$ cat src/rtl/alu_mul_seq.sv
// alu_mul_seq: sequential unsigned 32x32 shift-add multiplier that borrows
// the shared 32-bit ALU as its adder. When idle the ALU ports are a plain
// passthrough of the external datapath request.
module alu_mul_seq (
  input  logic        clk,
  input  logic        rst_n,
  input  logic        start_i,
  input  logic [31:0] mcand_i,
  input  logic [31:0] mplier_i,
  input  logic [31:0] ext_src1_i,
  input  logic [31:0] ext_src2_i,
  input  logic [3:0]  ext_ctrl_i,
  output logic [31:0] alu_src1_o,
  output logic [31:0] alu_src2_o,
  output logic [3:0]  alu_ctrl_o,
  input  logic [31:0] alu_result_i,
  input  logic        alu_cout_i,
  output logic        busy_o,
  output logic        done_o,
  output logic [63:0] product_o
);

  typedef enum logic [1:0] {
    IDLE = 2'd0,
    RUN  = 2'd1,
    DONE = 2'd2
  } state_e;

  localparam logic [3:0] ALU_ADD = 4'b0010;

  state_e      state_q, state_d;
  logic [31:0] hi_q, hi_d;
  logic [31:0] lo_q, lo_d;
  logic [31:0] m_q, m_d;
  logic [4:0]  count_q, count_d;

  // State and datapath registers; reset clears everything and aborts any run.
  always_ff @(posedge clk or negedge rst_n) begin
    if (!rst_n) begin
      state_q <= IDLE;
      hi_q    <= '0;
      lo_q    <= '0;
      m_q     <= '0;
      count_q <= '0;
    end else begin
      state_q <= state_d;
      hi_q    <= hi_d;
      lo_q    <= lo_d;
      m_q     <= m_d;
      count_q <= count_d;
    end
  end

  // Next-state logic and ALU steering: the ALU adds hi + (lo[0] ? M : 0)
  // during RUN, and the 33-bit sum shifted right by one folds into {hi,lo}.
  always_comb begin
    state_d    = state_q;
    hi_d       = hi_q;
    lo_d       = lo_q;
    m_d        = m_q;
    count_d    = count_q;
    alu_src1_o = ext_src1_i;
    alu_src2_o = ext_src2_i;
    alu_ctrl_o = ext_ctrl_i;
    busy_o     = 1'b0;
    done_o     = 1'b0;

    unique case (state_q)
      IDLE: begin
        if (start_i) begin
          m_d     = mcand_i;
          hi_d    = '0;
          lo_d    = mplier_i;
          count_d = '0;
          state_d = RUN;
        end
      end

      RUN: begin
        busy_o     = 1'b1;
        alu_ctrl_o = ALU_ADD;
        alu_src1_o = hi_q;
        alu_src2_o = lo_q[0] ? m_q : 32'h0;
        hi_d       = {alu_cout_i, alu_result_i[31:1]};
        lo_d       = {alu_result_i[0], lo_q[31:1]};
        count_d    = count_q + 5'd1;
        if (count_q == 5'd31) begin
          state_d = DONE;
        end
      end

      DONE: begin
        busy_o  = 1'b1;
        done_o  = 1'b1;
        state_d = IDLE;
      end

      default: begin
        state_d = IDLE;
      end
    endcase
  end

  // {hi,lo} is itself registered and frozen outside RUN, so it serves
  // directly as the held product.
  assign product_o = {hi_q, lo_q};

endmodule
$ cat config.mk
export PLATFORM = sky130hd
export DESIGN_NAME = alu_mul_seq
export DESIGN_NICKNAME = d
export VERILOG_FILES = /design/src/rtl/alu_mul_seq.sv
export SDC_FILE = /design/constraint.sdc
export NUM_CORES = 1
export LEC_CHECK = 0
export CORE_UTILIZATION = 34
export DETAILED_ROUTE_END_ITERATION = 8
export GPL_ROUTABILITY_DRIVEN = 0
export MAX_ROUTING_LAYER = met4
export PLACE_DENSITY = 0.84
export SLEW_MARGIN = 20
export SYNTH_ARGS = -nofsm -noshare
export SYNTH_HDL_FRONTEND = slang
export SYNTH_SLANG_ARGS = --single-unit
$ cat constraint.sdc
create_clock -name clk -period 1.65 [get_ports clk]
set_input_delay 0.4125 -clock clk [delete_from_list [all_inputs] [get_ports clk]]
set_output_delay 0.4125 -clock clk [all_outputs]
set_load 0.02 [all_outputs]
## After elaboration in Yosys (flattened, before gate mapping)

Cells that the tools add are included.

- Add/subtract/negate cells: 1
- Reduce and logical (&&, ||, !) cells: 6
- Multiplexer cells: 15
- Equal/unequal tests: 5

Operators by type and width:

| kind | number |
|---|---|
| 2-to-1 mux 32 bit | 5 |
| one-hot mux 32 bit (2 select lines) | 2 |
| one-hot mux 5 bit (2 select lines) | 1 |
| AND reduction 2 bit | 3 |
| adder 5 x 1 -> 5 bit (second input constant) | 1 |
| equality test 5 bit (second input constant) | 1 |
| 2-to-1 mux 5 bit | 1 |
| 2-to-1 mux 2 bit | 2 |
| 2-to-1 mux 4 bit | 1 |
| inequality test 2 bit (second input constant) | 2 |
| one-hot mux 2 bit (2 select lines) | 1 |
| equality test 2 x 1 -> 1 bit (second input constant) | 1 |
| equality test 2 bit (second input constant) | 1 |
| logical NOT 2 bit | 1 |
| 2-to-1 mux 1 bit | 2 |
| nonzero test 2 bit | 1 |
| OR reduction 2 bit | 1 |

- Register bits: 103
- Output and inout bits: 134
- Bits of input ports: 168
- Logic and storage cells: 32

## Logic depth before layout (Yosys ltp)

- Word-level depth: 3
- Mapped depth: 7
- Depth with buffers taken out: 6

## Worst setup path after synthesis

OpenSTA, ideal clock, no wires.

- Path kind: register to output
- From: register state_q[1]
- To: output port alu_src2_o[20]
- Arrival time: 1.537 ns
- Path buffers: 3
- Stages on the path, launching flop included: 7
- Setup slack: -0.300 ns
- Required time: 1.237 ns
- Path through: dfrtp_1 -> inv_1 -> ha_1 -> buf_4 -> buf_4 -> buf_2 -> o21ai_0

- Cells in the longest elaborated chain, start to end: 2

Ends and longest elaborated chain:

| element | line | text |
|---|---|---|
| start, declared | 31 | `state_e state_q, state_d;` |
| start signal, assigned | 46 | `state_q <= state_d;` |
| equality test 2 x 1 -> 1 bit | 68 | `unique case (state_q)` |
| 2-to-1 mux 32 bit | 68 |  |
| end, declared | 14 | `output logic [31:0] alu_src2_o,` |

No other way between the ends.

## Worst setup path in the final report

- From: register state_q[0]
- To: output port alu_src2_o[18]

Same word-level chain as after synthesis.

==> flow_summary.ini <==
[place]
io_buffers = 301
post-place-ws_ps = -539
hpwl_um = 12500

[sta]
tightest_slew_ps = 464
setup_viol = 172
hold_violations = 0
max_freq_mhz = 453
period_needed_ps = 2210
skew_ps = 7.19
drv_slew = 0
whs_ps = 78.5
grt_setup_unrepaired = true
slew-limit-headroom = 0.691
period_share = 1.34
fin_ws_ps = -556

[yosys]
synthFlopType = dfrtp_1
yosys.area_share.simple = 0.0439
syn_inst = 398
ys_seq_area_frac = 0.523
synth-xor-area-share = 0
synth_cell_type_count = 25
synth_fp_nets = 571
syn-mean-instance-area_um2 = 12.4
synthAdderAreaFrac = 0.0127
synth-seq-cells = 103
synth_edf_count = 0
synth_compound_area_frac = 0.157
synthMuxAreaShare = 0.220
ys_warn_count = 0
syn-cell-area_um2 = 4930
ys_async_sr_fraction = 1.00
synth_top_family_by_area = multiplexers

[drt]
wl_um = 20100
drc = 0
drt-initial-drc-count = 176
wl_per_cell_um = 20.5
post_drt_via_cell_ratio = 5.08
vias = 4982
drtPass1Iterations = 4
antenna_left = 0

[die]
initial_core_util = 0.352
die-area_um2 = 15000
core_area_um2 = 14000
rows = 43
die_w_um = 122
die_h_um = 122
io_pins = 302

[global_routing]
antenna_found_initial = 0
grt_max_degree = 69
grt_pass1_wl_um = 28300
track_usage = 0.258
grt_pass1_vias = 5326
grt_overflow = 0

[clock_network]
clock_sinks = 103
clkLatencyLatePin_ps = 350
hold_buffers = 0
cts.clk_slew.worst_paths_ps = 70
cts_tree = built
htreeDepth = 3
cts_root_buf = clkbuf_16
clockBufferDepth = 2
cts_buffers = 9

[job]
max-cap-violations = 0

[critical_path]
cp.arrival_ps = 1790
path_class = reg2out
cp.required_ps = 1240
worstSetupStartpointType = flop
cpLargestDelayFamily = flip-flops
critPathMaxStageDelay_ps = 420
critPathBufInv = 3
cp-end-kind = output pin
path_cells = ha_4 > and2_4 > buf_16 > buf_4 > a22o_4 > buf_6
critical_path.slowest_cell = dfrtp_1
cp_max_fo = 7

[layout]
regArea_um2 = 2580
fill_cells = 872
final_core_util = 0.744
n_antenna_cell = 0
multi_input_area_um2 = 2690
syn_to_final_growth_pct = 111
layout-drive-gt1-share = 0.418
nets = 970

[status]
violations = setup timing
outcome = finished with violations

[power]
p_leak_nw = 5.22
peakVddDrop_mv = 0.954
powerDensity_nw_per_um2 = 2040

[min_path]
min-delay-path-class = in2async
-- flip-flops by register name (all words and copies together) (netlist names) --
name / flops
m_q: 32
count_q: 5
hi_q: 32
lo_q: 32
state_q: 2
-- logic make-up after synthesis --
group / count (synthesis)
buffers and inverters: 38
adders and majority gates: 5
AOI/OAI and AO/OA: 105
muxes: 99
and+or+nand+nor: 48
DFF: 103
-- final cells by class --
type | count | share of cell area
tap | 180 | 0.0216
multi-input combinational | 257 | 0.258
clock buffer | 14 | 0.0244
sequential | 103 | 0.248
clock inverter | 1 | 0.000481
timing repair buffer | 421 | 0.444
inverter | 5 | 0.00301
-- metal layers --
layer	share of wire	wire, um	up-vias	global-route usage
met2	0.52	10500	224	0.442
li1	-	-	2263	-
met5	0	0	-	-
met3	0.066	1330	46	0.0595
met4	0.030	598	0	0.111
met1	0.38	7650	2449	0.288
-- cell usage after synthesis (2+ instances only) --
library cell / count / area (um2)
a21oi_1: 4 / 20.0
a22o_1: 65 / 569
and2_1: 2 / 12.5
and3_1: 2 / 12.5
buf_1: 3 / 11.3
buf_2: 16 / 80.1
buf_4: 2 / 15.0
buf_6: 5 / 56.3
clkbuf_1: 7 / 26.3
dfrtp_1: 103 / 2580
ha_1: 5 / 62.6
inv_1: 5 / 18.8
mux2_2: 66 / 743
mux2i_1: 32 / 320
nand2_1: 35 / 131
nor2b_1: 4 / 25.0
o211ai_1: 2 / 15.0
o21ai_0: 33 / 165
-- power by group --
group          internal, mW  total (mW)  switching (mW)
sequential             3.73        4.72           0.998
combinational          8.15        14.5            6.36
clock                  1.06        1.98           0.922
total                  12.9        21.2            8.28
-- repair_timing --
action                     CTS  global route
setup buffers               32            15
setup endpoints to repair  233           211
pin swaps                    7            15
gates resized for setup    422           165
gates cloned                14             8
-- cell usage in the layout, fill, tap and decap left out, drive strengths merged --
| cell | instances |
|---|---|
| or2 | 1 |
| o21ai | 33 |
| nand4b | 1 |
| dfrtp | 103 |
| nand3 | 1 |
| mux2i | 33 |
| and3 | 2 |
| buf | 184 |
| clkbuf | 21 |
| and2 | 2 |
| dlygate4sd2 | 24 |
| clkdlybuf4s15 | 5 |
| nand2 | 35 |
| nor2b | 4 |
| mux2 | 66 |
| dlymetal6s2s | 35 |
| ha | 5 |
| nand2b | 2 |
| o211ai | 2 |
| a22o | 65 |
| clkdlybuf4s50 | 166 |
| clkinv | 1 |
| inv | 5 |
| a31oi | 1 |
| a21oi | 4 |
-- metrics by stage --
stage          std cells  TNS, ps  total power, mW  cell area (um2)
6_report             981   -55210             21.2            10400
4_1_cts              965   -50110             20.0             9820
5_1_grt              981   -64560             22.2            10400
2_1_floorplan        398    -5720             11.0             5370
3_3_place_gp         905   -47920             15.8             8930
3_5_place_dp         905   -49770             16.1             8930
-- path summary, 6_finish.rpt --
path                                         from                    to  slack (ps)  depth (start not counted)
hold / removal                              rst_n   m_q[27]$_DFFE_PN0P_          80                          2
setup reg to reg           state_q[0]$_DFFE_PN0P_  lo_q[15]$_DFFE_PN0P_        -410                         12
hold reg to reg               m_q[20]$_DFFE_PN0P_   m_q[20]$_DFFE_PN0P_         520                          1
min in group clk              m_q[20]$_DFFE_PN0P_   m_q[20]$_DFFE_PN0P_         520                          1
setup / recovery           state_q[0]$_DFFE_PN0P_        alu_src2_o[18]        -560                          6
max in group asynchronous                   rst_n  lo_q[20]$_DFFE_PN0P_        1190                          2
Note: power is estimated with default switching activity, not from simulation.
